### config.mk
export PLATFORM = sky130hd
export DESIGN_NAME = ksa_pipe_addsub
export DESIGN_NICKNAME = d
export VERILOG_FILES = /design/src/rtl/ksa_pkg.sv /design/src/rtl/ksa_prefix_level.sv /design/src/rtl/ksa_pipe_addsub.sv
export SDC_FILE = /design/constraint.sdc
export NUM_CORES = 1
export LEC_CHECK = 0
export ABC_AREA = 0
export BUFFER_PORTS_ARGS = -buffer_cell sky130_fd_sc_hd__buf_2
export CAP_MARGIN = 10
export CORE_MARGIN = 1
export CORE_UTILIZATION = 60
export DETAILED_ROUTE_END_ITERATION = 10
export GPL_TIMING_DRIVEN = 0
export PLACE_DENSITY = 0.8
export SYNTH_ARGS = -nofsm -noshare
export SYNTH_HDL_FRONTEND = slang
export SYNTH_SLANG_ARGS = --single-unit
### constraint.sdc
create_clock -name clk -period 6.9 [get_ports clk]
set_input_delay 2.07 -clock clk [delete_from_list [all_inputs] [get_ports clk]]
set_output_delay 2.07 -clock clk [all_outputs]
set_load 0.05 [all_outputs]
### src/rtl/ksa_pkg.sv
// Shared types and elaboration helpers for the pipelined Kogge-Stone adder/subtractor.
// Stage/level counts are computed here so the parent and any wrapper agree on latency.
package ksa_pkg;

    // One bit position of the prefix network: group generate and group propagate.
    typedef struct packed {
        logic g;
        logic p;
    } ksa_gp_t;

    function automatic int ksa_levels(input int width);
        return (width <= 1) ? 0 : $clog2(width);
    endfunction

    function automatic int ksa_stages(input int width, input int reg_every);
        int lv;
        lv = ksa_levels(width);
        return 1 + (lv + reg_every - 1) / reg_every;
    endfunction

endpackage

### src/rtl/ksa_prefix_level.sv
// One combinational Kogge-Stone prefix level: combines each position with the one DIST below.
// Positions below DIST already hold their final group terms and pass straight through.
module ksa_prefix_level
    import ksa_pkg::*;
#(
    parameter int WIDTH = 32,
    parameter int DIST  = 1
) (
    input  ksa_gp_t [WIDTH-1:0] i_gp,
    output ksa_gp_t [WIDTH-1:0] o_gp
);

    for (genvar j = 0; j < WIDTH; j++) begin : g_bit
        if (j >= DIST) begin : g_comb
            assign o_gp[j].g = i_gp[j].g | (i_gp[j].p & i_gp[j-DIST].g);
            assign o_gp[j].p = i_gp[j].p & i_gp[j-DIST].p;
        end else begin : g_pass
            assign o_gp[j] = i_gp[j];
        end
    end

endmodule

### src/rtl/ksa_pipe_addsub.sv
// Pipelined Kogge-Stone adder/subtractor with carry-in, signed overflow and valid/ready flow.
// A register bank sits after the input stage and after every REG_EVERY prefix levels.
module ksa_pipe_addsub
    import ksa_pkg::*;
#(
    parameter int WIDTH     = 32,
    parameter int REG_EVERY = 1,
    parameter int TAG_W     = 4
) (
    input  logic             clk,
    input  logic             rst_n,
    input  logic             in_valid,
    output logic             in_ready,
    input  logic [WIDTH-1:0] a,
    input  logic [WIDTH-1:0] b,
    input  logic             cin,
    input  logic             sub,
    input  logic [TAG_W-1:0] tag,
    output logic             out_valid,
    input  logic             out_ready,
    output logic [WIDTH-1:0] sum,
    output logic             cout,
    output logic             ovf,
    output logic [TAG_W-1:0] tag_out
);

    localparam int LEVELS = ksa_levels(WIDTH);
    localparam int STAGES = ksa_stages(WIDTH, REG_EVERY);
    localparam int NREG   = (STAGES > 1) ? STAGES - 1 : 1;
    localparam int LVL_N  = (LEVELS > 0) ? LEVELS : 1;

    // Handshake: input transfers on in_valid & in_ready, output on out_valid & out_ready.
    // One global enable moves the whole pipe; it stalls only when a result is held unread.
    logic w_adv;
    assign w_adv    = ~out_valid | out_ready;
    assign in_ready = w_adv;

    logic [WIDTH-1:0]    w_bx;
    logic [WIDTH-1:0]    w_p0;
    logic                w_c0;
    ksa_gp_t [WIDTH-1:0] w_front;

    always_comb begin
        w_bx = sub ? ~b : b;
        w_c0 = sub | cin;
        w_p0 = a ^ w_bx;
        for (int j = 0; j < WIDTH; j++) begin
            w_front[j].g = a[j] & w_bx[j];
            w_front[j].p = w_p0[j];
        end
        // Carry-in enters as a generate at position -1, absorbed into bit 0.
        w_front[0].g = (a[0] & w_bx[0]) | (w_p0[0] & w_c0);
    end

    ksa_gp_t [WIDTH-1:0] r_gp  [NREG];
    logic    [WIDTH-1:0] r_p0  [NREG];
    logic                r_c0  [NREG];
    logic    [TAG_W-1:0] r_tag [NREG];

    ksa_gp_t [WIDTH-1:0] w_lin [1:LVL_N];
    ksa_gp_t [WIDTH-1:0] w_lvl [1:LVL_N];

    for (genvar k = 1; k <= LEVELS; k++) begin : g_lvl
        if (((k - 1) % REG_EVERY) == 0) begin : g_from_reg
            assign w_lin[k] = r_gp[(k - 1) / REG_EVERY];
        end else begin : g_from_comb
            assign w_lin[k] = w_lvl[k-1];
        end

        ksa_prefix_level #(
            .WIDTH (WIDTH),
            .DIST  (1 << (k - 1))
        ) u_level (
            .i_gp (w_lin[k]),
            .o_gp (w_lvl[k])
        );
    end

    // Data banks carry no reset; only the valid bits decide what is meaningful.
    always_ff @(posedge clk) begin
        if (w_adv) begin
            r_gp[0]  <= w_front;
            r_p0[0]  <= w_p0;
            r_c0[0]  <= w_c0;
            r_tag[0] <= tag;
            for (int s = 1; s < STAGES - 1; s++) begin
                r_gp[s]  <= w_lvl[s * REG_EVERY];
                r_p0[s]  <= r_p0[s-1];
                r_c0[s]  <= r_c0[s-1];
                r_tag[s] <= r_tag[s-1];
            end
        end
    end

    logic [WIDTH-1:0] w_gf;
    logic [WIDTH-1:0] w_fp0;
    logic             w_fc0;
    logic [TAG_W-1:0] w_ftag;

    if (STAGES == 1) begin : g_src_front
        for (genvar j = 0; j < WIDTH; j++) begin : g_gf
            assign w_gf[j] = w_front[j].g;
        end
        assign w_fp0  = w_p0;
        assign w_fc0  = w_c0;
        assign w_ftag = tag;
    end else begin : g_src_pipe
        for (genvar j = 0; j < WIDTH; j++) begin : g_gf
            assign w_gf[j] = w_lvl[LEVELS][j].g;
        end
        assign w_fp0  = r_p0[STAGES-2];
        assign w_fc0  = r_c0[STAGES-2];
        assign w_ftag = r_tag[STAGES-2];
    end

    logic [WIDTH-1:0] w_sum;
    logic             w_carry;
    logic             w_c_msb;

    // Gf[j] is the carry out of bit j, so each sum bit takes the carry from the bit below.
    always_comb begin
        w_sum   = '0;
        w_carry = w_fc0;
        w_c_msb = w_fc0;
        for (int j = 0; j < WIDTH; j++) begin
            w_sum[j] = w_fp0[j] ^ w_carry;
            w_c_msb  = w_carry;
            w_carry  = w_gf[j];
        end
    end

    logic [STAGES-1:0] r_v;
    logic [WIDTH-1:0]  r_sum;
    logic              r_cout;
    logic              r_ovf;
    logic [TAG_W-1:0]  r_tag_out;

    always_ff @(posedge clk or negedge rst_n) begin
        if (!rst_n) begin
            r_v       <= '0;
            r_sum     <= '0;
            r_cout    <= 1'b0;
            r_ovf     <= 1'b0;
            r_tag_out <= '0;
        end else if (w_adv) begin
            r_v[0] <= in_valid;
            for (int s = 1; s < STAGES; s++) begin
                r_v[s] <= r_v[s-1];
            end
            r_sum     <= w_sum;
            r_cout    <= w_carry;
            r_ovf     <= w_carry ^ w_c_msb;
            r_tag_out <= w_ftag;
        end
    end

    assign out_valid = r_v[STAGES-1];
    assign sum       = r_sum;
    assign cout      = r_cout;
    assign ovf       = r_ovf;
    assign tag_out   = r_tag_out;

endmodule

# Word-level counts from Yosys, hierarchy flattened
# Memories as Yosys holds them, arrays and structs flattened. A register that Yosys moved wholly into a read port is not among the register bits.
# Index checks and enable logic that the tools add are counted.
[word_totals] ff_bits=40 ram_bits=505 inputBits=74 out_inout_bits=40 n_memories=4
[memory_table] name="r_gp" words=5 word_bits=64 rd=5 rd_ports_with_merged_regs=0 wr=5 line_no="ksa_pipe_addsub.sv:55" text="ksa_gp_t [WIDTH-1:0] r_gp [NREG];"
[memory_table] name="r_p0" words=5 word_bits=32 rd=5 rd_ports_with_merged_regs=0 wr=5 line_no="ksa_pipe_addsub.sv:56" text="logic [WIDTH-1:0] r_p0 [NREG];"
[memory_table] name="r_tag" words=5 word_bits=4 rd=5 rd_ports_with_merged_regs=1 wr=5 line_no="ksa_pipe_addsub.sv:58" text="logic [TAG_W-1:0] r_tag [NREG];"
[memory_table] name="r_c0" words=5 word_bits=1 rd=5 rd_ports_with_merged_regs=0 wr=5 line_no="ksa_pipe_addsub.sv:57" text="logic r_c0 [NREG];"
[classes] muxes=3 bitwise_logic=443 reduce_logical=1
[ops] cell="$and 1x1->1" count=275
[ops] cell="$or 1x1->1" count=132
[ops] cell="$xor 1x1->1" count=33
[ops] cell="$mux 32" count=1
[ops] cell="$not 32->32" count=1
[ops] cell="$xor 32x32->32" count=1
[ops] cell="$mux 1" count=2
[ops] cell="$logic_not 1->1" count=1
[ops] cell="$not 1->1" count=1

# Longest topological paths before layout
# Gate-level depths: netlist of run 1.
[logic_depth] word_depth=5 mapped_depth=6

# Cells and area by module
# Synthesis of run 1 repeated with hierarchy kept, for this count alone.
[hier_totals] hier_cells=990 hier_area_um2=19344.8
[modules_own_cells] mod="ksa_pipe_addsub" instances=1 cells_each=670 area_each_um2=17053.9 seq_area_each_um2=15304.7
[modules_own_cells] mod="ksa_prefix_level (g_lvl[5].u_level)" instances=1 cells_each=64 area_each_um2=480.5 seq_area_each_um2=0.0
[modules_own_cells] mod="ksa_prefix_level (g_lvl[4].u_level)" instances=1 cells_each=64 area_each_um2=466.7 seq_area_each_um2=0.0
[modules_own_cells] mod="ksa_prefix_level (g_lvl[3].u_level)" instances=1 cells_each=64 area_each_um2=452.9 seq_area_each_um2=0.0
[modules_own_cells] mod="ksa_prefix_level (g_lvl[2].u_level)" instances=1 cells_each=64 area_each_um2=446.7 seq_area_each_um2=0.0
[modules_own_cells] mod="ksa_prefix_level (g_lvl[1].u_level)" instances=1 cells_each=64 area_each_um2=444.2 seq_area_each_um2=0.0

# Worst setup path after synthesis of run 1
# Ideal clock, no wire load.
[synth_path] kind="input port to output port" from="input port out_ready" to="output port in_ready" arrival_time_ns=4.465 setup_slack_ns=0.365 path_stages=4 path_buffers=2 cell_sequence="nor2b_4 buf_6 inv_4 buf_6"
[synth_between] elab_chain_len=1
[synth_rtl] element="from (decl)" line_no="ksa_pipe_addsub.sv:20" text="input logic out_ready,"
[synth_rtl] element="$or 1x1->1" line_no="ksa_pipe_addsub.sv:35" text="assign w_adv = ~out_valid | out_ready;"
[synth_rtl] element="to (decl)" line_no="ksa_pipe_addsub.sv:13" text="output logic in_ready,"
# Every way passes these cells.

# Final worst setup path of run 1
# Same ends and word-level chain as after synthesis.

==> impl_metrics.ini, run 1 <==
[hold_path]
hold_path_depth = 0
hp-start = r_p0[0][60]
whs_endpoint = r_p0[0][92]
min_path_type = reg -> reg

[clock_network]
clockBufferDepth = 3
tritoncts = yes
root_buffer = clkbuf_16
cts_setup_buffers = 0
clk_pin_slew_ns = 0.06
htree_levels = 2
cts_made_buffers = 47
cts_hold_buf = 0
cts_resized = 0
clock_sinks = 487
clk_latency_ns = 0.55

[critical_path]
critPathArrivalTime_ns = 3.37
critPathRequiredTime_ns = 4.83
reg2reg_from = r_v[5]
rrSetupSlack_ns = 4.19
path_class = in -> out
r2r_end = r_gp[0][10]
endpoint_kind = output pin
cp-start-kind = input pin
rr_worst_depth = 6
critPathMaxFanout = 94

[synthesis]
synth_area_um2 = 17500
synth_top_family_by_area = compound AO/OA/AOI/OAI gates
synth_compound_area_frac = 0.0635
yosys_register_bits = 487
ys_async_sr_fraction = 0.0903
syn_area_per_cell_um2 = 18.9
yosys.area_share.simple = 0.0497
yosys.area_share.xor_xnor = 0.0326
synthCells = 924
synth_ff_type = edfxtp_1
synthDistinctLibCells = 21
ys_seq_area_frac = 0.825
yosys-mux-area-fraction = 0
ys_warn_count = 0
synth_fp_nets = 1030
synth_edf_count = 443
yosys.area_share.adder = 0.0229

[placement]
port_buffers = 112
gp_congestion = 0.790
dpl.hpwl_um = 17900
place_ws_ns = 1.44
dpl_cell_area_um2 = 18600

[final_layout]
multiInputGateArea_um2 = 2950
final_cell_mix = edfxtp_1 (443), a21o_1 (114), buf_2 (113), and2_1 (98), nand2_1 (59)
final_layout_size_suffix_gt1_frac = 0.179
fillers = 1752
nets = 1194
final_area_um2 = 20200
area_delta_synth_final_pct = 15.5
final_common_cell = edfxtp_1
diodes = 0
seqCellArea_um2 = 14400

[run_status]
status = finished, final reports clean

[global_routing]
overflow = 0
grt_first_pass_wirelength_um = 42700
antenna_found_initial = 0
grt_pass1_vias = 7905
grt_usage = 0.188
grt_max_degree = 143

[floorplanning]
rows = 62
start_util = 0.608
core_area_um2 = 28700
dieArea_um2 = 29800
ioPinCount = 114
die_w_um = 173
dieHeight_um = 173

[detailed_routing]
viasPerCell = 5.24
detail-route-antenna-nets = 0
drt-pass1-iter-count = 5
vias = 7918
drt_wl_total_um = 27500
wl_per_cell_um = 18.2
drc_errors = 0
drt-initial-drc-count = 739

[sta]
rsz0062_at_grt = no
fin_crit_sh = 0.788
relSlewSlack = 0.370
finalSetupViolations = 0
min_period_ns = 5.44
finalHoldViolations = 0
fmax_ghz = 0.184
fin_ws_ns = 1.46
slew_viol_final = 0
clock_skew_ns = 0.0232
tightest_slew_ns = 0.944

[power]
cellPowerDensity_nw_per_um2 = 491
max-vdd-ir-drop_v = 0.000222
p_leak_uw = 0.00820

[job]
cap_violations = 0
==> final cells by class <==
cell class / instances / area share
multi-input cells: 423 / 0.146
clock inverters: 36 / 0.0181
repair buffers: 115 / 0.0319
well taps: 384 / 0.0238
inverters: 1 / 0.000310
plain buffers: 13 / 0.00546
clock buffers: 51 / 0.0601
flip-flops and latches: 487 / 0.714
==> worst max-delay path, cell delays in order <==
cell and delay, ns:
buf_2 0.10, nor2b_4 0.04, buf_6 0.14, inv_4 0.09
buf_8 0.51, buf_2 0.38
==> flip-flops by register name, summed over array words and instances, names as in the netlist <==
name / cells
tag_out: 4
cout: 1
r_gp: 294
r_p0: 124
r_v: 6
ovf: 1
sum: 32
r_tag: 20
r_c0: 5
==> cells by family after synthesis <==
group,count (synthesis)
flip-flops,487
AO/OA/AOI/OAI,164
adder cells (fa/ha/maj),32
AND/OR/NAND/NOR,162
XOR/XNOR,65
buffers and inverters,14
==> worst max path at each step <==
stage	startpoint	cells after the start	end
final	out_ready	6	in_ready
after global routing	out_ready	6	in_ready
after CTS	out_ready	6	in_ready
after detailed placement	out_ready	6	in_ready
after global placement	out_ready	6	in_ready
after floorplan	out_ready	4	in_ready
==> cell usage after synthesis (all sizes together), types with 2 or more instances <==
cell type  number  area, um^2
a21o          114         856
edfxtp        443       13300
and2           98         613
xnor2          18         158
ha             32         400
nor2            2        7.51
xor2           47         412
dfrtp          44        1100
o21ai          32         160
nand2          59         221
buf            12         103
a21oi          18        93.8
==> metal layers <==
layer,vias up,global-route usage,share of wire
met4,0,0.0573,0.020
met3,43,0.0310,0.055
met5,-,0,0
met2,218,0.321,0.50
met1,3859,0.252,0.43
li1,3798,-,-
==> metrics by stage <==
stage | hold WS (ns) | utilization | total power, uW | std cells | TNS (ns)
final | 0.410 | 0.703 | 9910 | 1510 | 0
after global routing | 0.415 | 0.703 | 10300 | 1510 | 0
after CTS | 0.402 | 0.703 | 10000 | 1510 | 0
after detailed placement | 0.405 | 0.648 | 7380 | 1423 | 0
after global placement | 0.401 | 0.645 | 7290 | 1420 | -0.879
after floorplan | 0.400 | - | 6640 | 924 | 0
==> where the power goes <==
| group | switching (uW) | total [uW] | internal, uW |
|---|---|---|---|
| clock network | 1030 | 2570 | 1530 |
| registers | 707 | 5600 | 4890 |
| logic | 1150 | 1740 | 597 |
| total | 2890 | 9910 | 7020 |
(Power assumes the default switching activity.)
==> inputs of run 2 (changes only) <==
--- a/config.mk
+++ b/config.mk
@@ -5,14 +5,14 @@
 export SDC_FILE = /design/constraint.sdc
 export NUM_CORES = 1
 export LEC_CHECK = 0
-export ABC_AREA = 0
+export ABC_AREA = 1
 export BUFFER_PORTS_ARGS = -buffer_cell sky130_fd_sc_hd__buf_2
 export CAP_MARGIN = 10
 export CORE_MARGIN = 1
-export CORE_UTILIZATION = 60
+export CORE_UTILIZATION = 54
 export DETAILED_ROUTE_END_ITERATION = 10
 export GPL_TIMING_DRIVEN = 0
-export PLACE_DENSITY = 0.8
+export PLACE_DENSITY = 0.76
 export SYNTH_ARGS = -nofsm -noshare
 export SYNTH_HDL_FRONTEND = slang
 export SYNTH_SLANG_ARGS = --single-unit
==> constraint.sdc (replaced) <==
create_clock -name clk -period 4.4 [get_ports clk]
set_input_delay 1.32 -clock clk [delete_from_list [all_inputs] [get_ports clk]]
set_output_delay 1.32 -clock clk [all_outputs]
set_load 0.05 [all_outputs]
==> run 2 against run 1 <==
  * Routed wire length rose by 6.7%
  * Synthesized cell count rose by 35%
  * Die area rose by 15%
  * Final cell count rose by 25%
  * Register-to-register slack got worse by 2.7 ns
  * First-iteration DRC count rose by 2.2%
  * Via count rose by 14%
  * Critical path depth fell by 1
  * Global-route usage fell by 1.4 points
  * Critical endpoint unchanged
  * Largest power group unchanged
==> impl_metrics.ini, run 2 <==
[run_status]
status = finished, final reports clean

[detailed_routing]
drt-initial-drc-count = 755
detail-route-antenna-nets = 0
viasPerCell = 4.75
vias = 8989
drt-pass1-iter-count = 5
wl_per_cell_um = 15.5
drc_errors = 0
drt_wl_total_um = 29300

[hold_path]
hold_path_depth = 0
min_path_type = reg -> reg

[final_layout]
largest_reg_flops = 294
final_layout_size_suffix_gt1_frac = 0.132
final_common_cell = edfxtp_1
area_delta_synth_final_pct = 14.6
max_flop_register = r_gp
post-route-util = 0.632
seqCellArea_um2 = 14400
fillers = 2330
multiInputGateArea_um2 = 2830
nets = 1517
final_cell_count_no_fill = 1891
final_area_um2 = 20700
final_cell_mix = edfxtp_1 (443), nand2_1 (382), inv_1 (198), buf_2 (119), clkbuf_16 (46)

[power]
p_leak_uw = 0.00931
cellPowerDensity_nw_per_um2 = 746
max-vdd-ir-drop_v = 0.000448

[sta]
rsz0062_at_grt = no
clock_skew_ns = 0.0121
finalHoldViolations = 0
min_period_ns = 3.98
finalSetupViolations = 0
whs_ns = 0.412
fmax_ghz = 0.252
relSlewSlack = 0.327
fin_ws_ns = 0.425
fin_crit_sh = 0.903
slew_viol_final = 0
tightest_slew_ns = 1.01

[critical_path]
path_class = in -> out
critPathMaxFanout = 138
cp-start-kind = input pin
rr_worst_depth = 6
critPathRequiredTime_ns = 3.08
endpoint_kind = output pin
critPathArrivalTime_ns = 2.66

[clock_network]
cts_setup_buffers = 0
tritoncts = yes
clk_pin_slew_ns = 0.06
clk_latency_ns = 0.55
cts_made_buffers = 46
clock_sinks = 487
htree_levels = 2
root_buffer = clkbuf_16
clockBufferDepth = 3
cts_resized = 0
cts_hold_buf = 0

[synthesis]
synth_most_common_cell = edfxtp_1
yosys_register_bits = 487
synth_edf_count = 443
synth_area_um2 = 18100
synth_ff_type = edfxtp_1
ys_async_sr_fraction = 0.0903
synth.top_cell.area_share = 0.737
synth_largest_area_cell = edfxtp_1
ys_warn_count = 0
synth_common_cells = edfxtp_1 (443), nand2_1 (382), inv_1 (198)
synthCells = 1249
yosys-top-cells-area = edfxtp_1 (74%), nand2_1 (7.9%), dfrtp_1 (6.1%)
synth_fp_nets = 1355
synthDistinctLibCells = 19
syn_area_per_cell_um2 = 14.5
ys_seq_area_frac = 0.798

[placement]
gp_congestion = 0.849
place_ws_ns = 0.417
port_buffers = 112
dpl_cell_area_um2 = 19200
dpl.hpwl_um = 19500
dp.cells = 1805

[floorplanning]
start_util = 0.552
dieHeight_um = 185
dieArea_um2 = 34200
ioPinCount = 114
rows = 66
core_area_um2 = 32700
die_w_um = 185

[global_routing]
grt_first_pass_wirelength_um = 45300
grt_pass1_vias = 8837
overflow = 0
grt_max_degree = 198
antenna_found_initial = 1
grt_usage = 0.175

[job]
cap_violations = 0
[run 2: cell types whose count changed in the layout (fill, tap and decap cells not counted), sizes merged, moves of 3 or more]
| cell | before | now |
|---|---|---|
| nand3 | 0 | 16 |
| o21ai | 32 | 20 |
| a21o | 114 | 33 |
| bufinv | 7 | 4 |
| xor2 | 47 | 32 |
| a21oi | 18 | 1 |
| nand3b | 0 | 15 |
| inv | 4 | 201 |
| and2 | 98 | 0 |
| nand2 | 59 | 382 |
[run 2: cells by family after synthesis]
logic type      count (synthesis)  share of synthesized area
simple gates                  416                     0.0914
flops                         487                      0.798
compound gates                 54                     0.0195
fa+ha+maj                      32                     0.0222
buf+inv                       211                     0.0451
xor+xnor                       49                     0.0238
[run 2: worst paths after layout]
path                        startpoint            to  slack, ns
max in group asynchronous        rst_n       sum[30]       2.82
setup reg to reg                r_v[5]  r_gp[0][214]       1.45
hold reg to reg            r_p0[0][54]   r_p0[0][86]       0.41
hold / removal             r_p0[0][54]   r_p0[0][86]       0.41
min in group asynchronous        rst_n        sum[0]       0.94
setup / recovery             out_ready      in_ready       0.42
[run 2: power by group]
| part | internal, uW | leakage (uW) | switching (uW) |
|---|---|---|---|
| logic | 848 | 0.00349 | 2030 |
| clock network | 2160 | 0.000704 | 1610 |
| registers | 7680 | 0.00512 | 1110 |
| total | 10700 | 0.00931 | 4740 |
[run 2: metal layers]
metal	up-vias	global-route usage	routed length (um)
met1	4205	0.228	12500
met2	233	0.294	14200
met4	2	0.0661	894
met5	-	0	13
met3	67	0.0315	1660
li1	4482	-	-
[run 2: through the flow]
step	TNS (ns)	total power, uW
2_1_floorplan	0	10500
6_report	0	15400
3_3_place_gp	-0.664	11600
3_5_place_dp	0	11800
5_1_grt	0	16200
4_1_cts	0	15600
[run 2: cell type report]
class                           instances  share of cell area
Antenna cell                            1            0.000121
Buffer                                 12             0.00399
Clock buffer                           53              0.0569
Clock inverter                         32              0.0128
Inverter                              199              0.0361
Multi-Input combinational cell        551               0.137
Sequential cell                       487               0.697
Tap cell                              442              0.0267
Timing Repair Buffer                  114              0.0298
[run 2: worst max-delay path, cell delays in order]
cell    delay (ns)
buf_2         0.10
nor2_4        0.06
inv_2         0.16
buf_12        0.49
buf_2         0.39
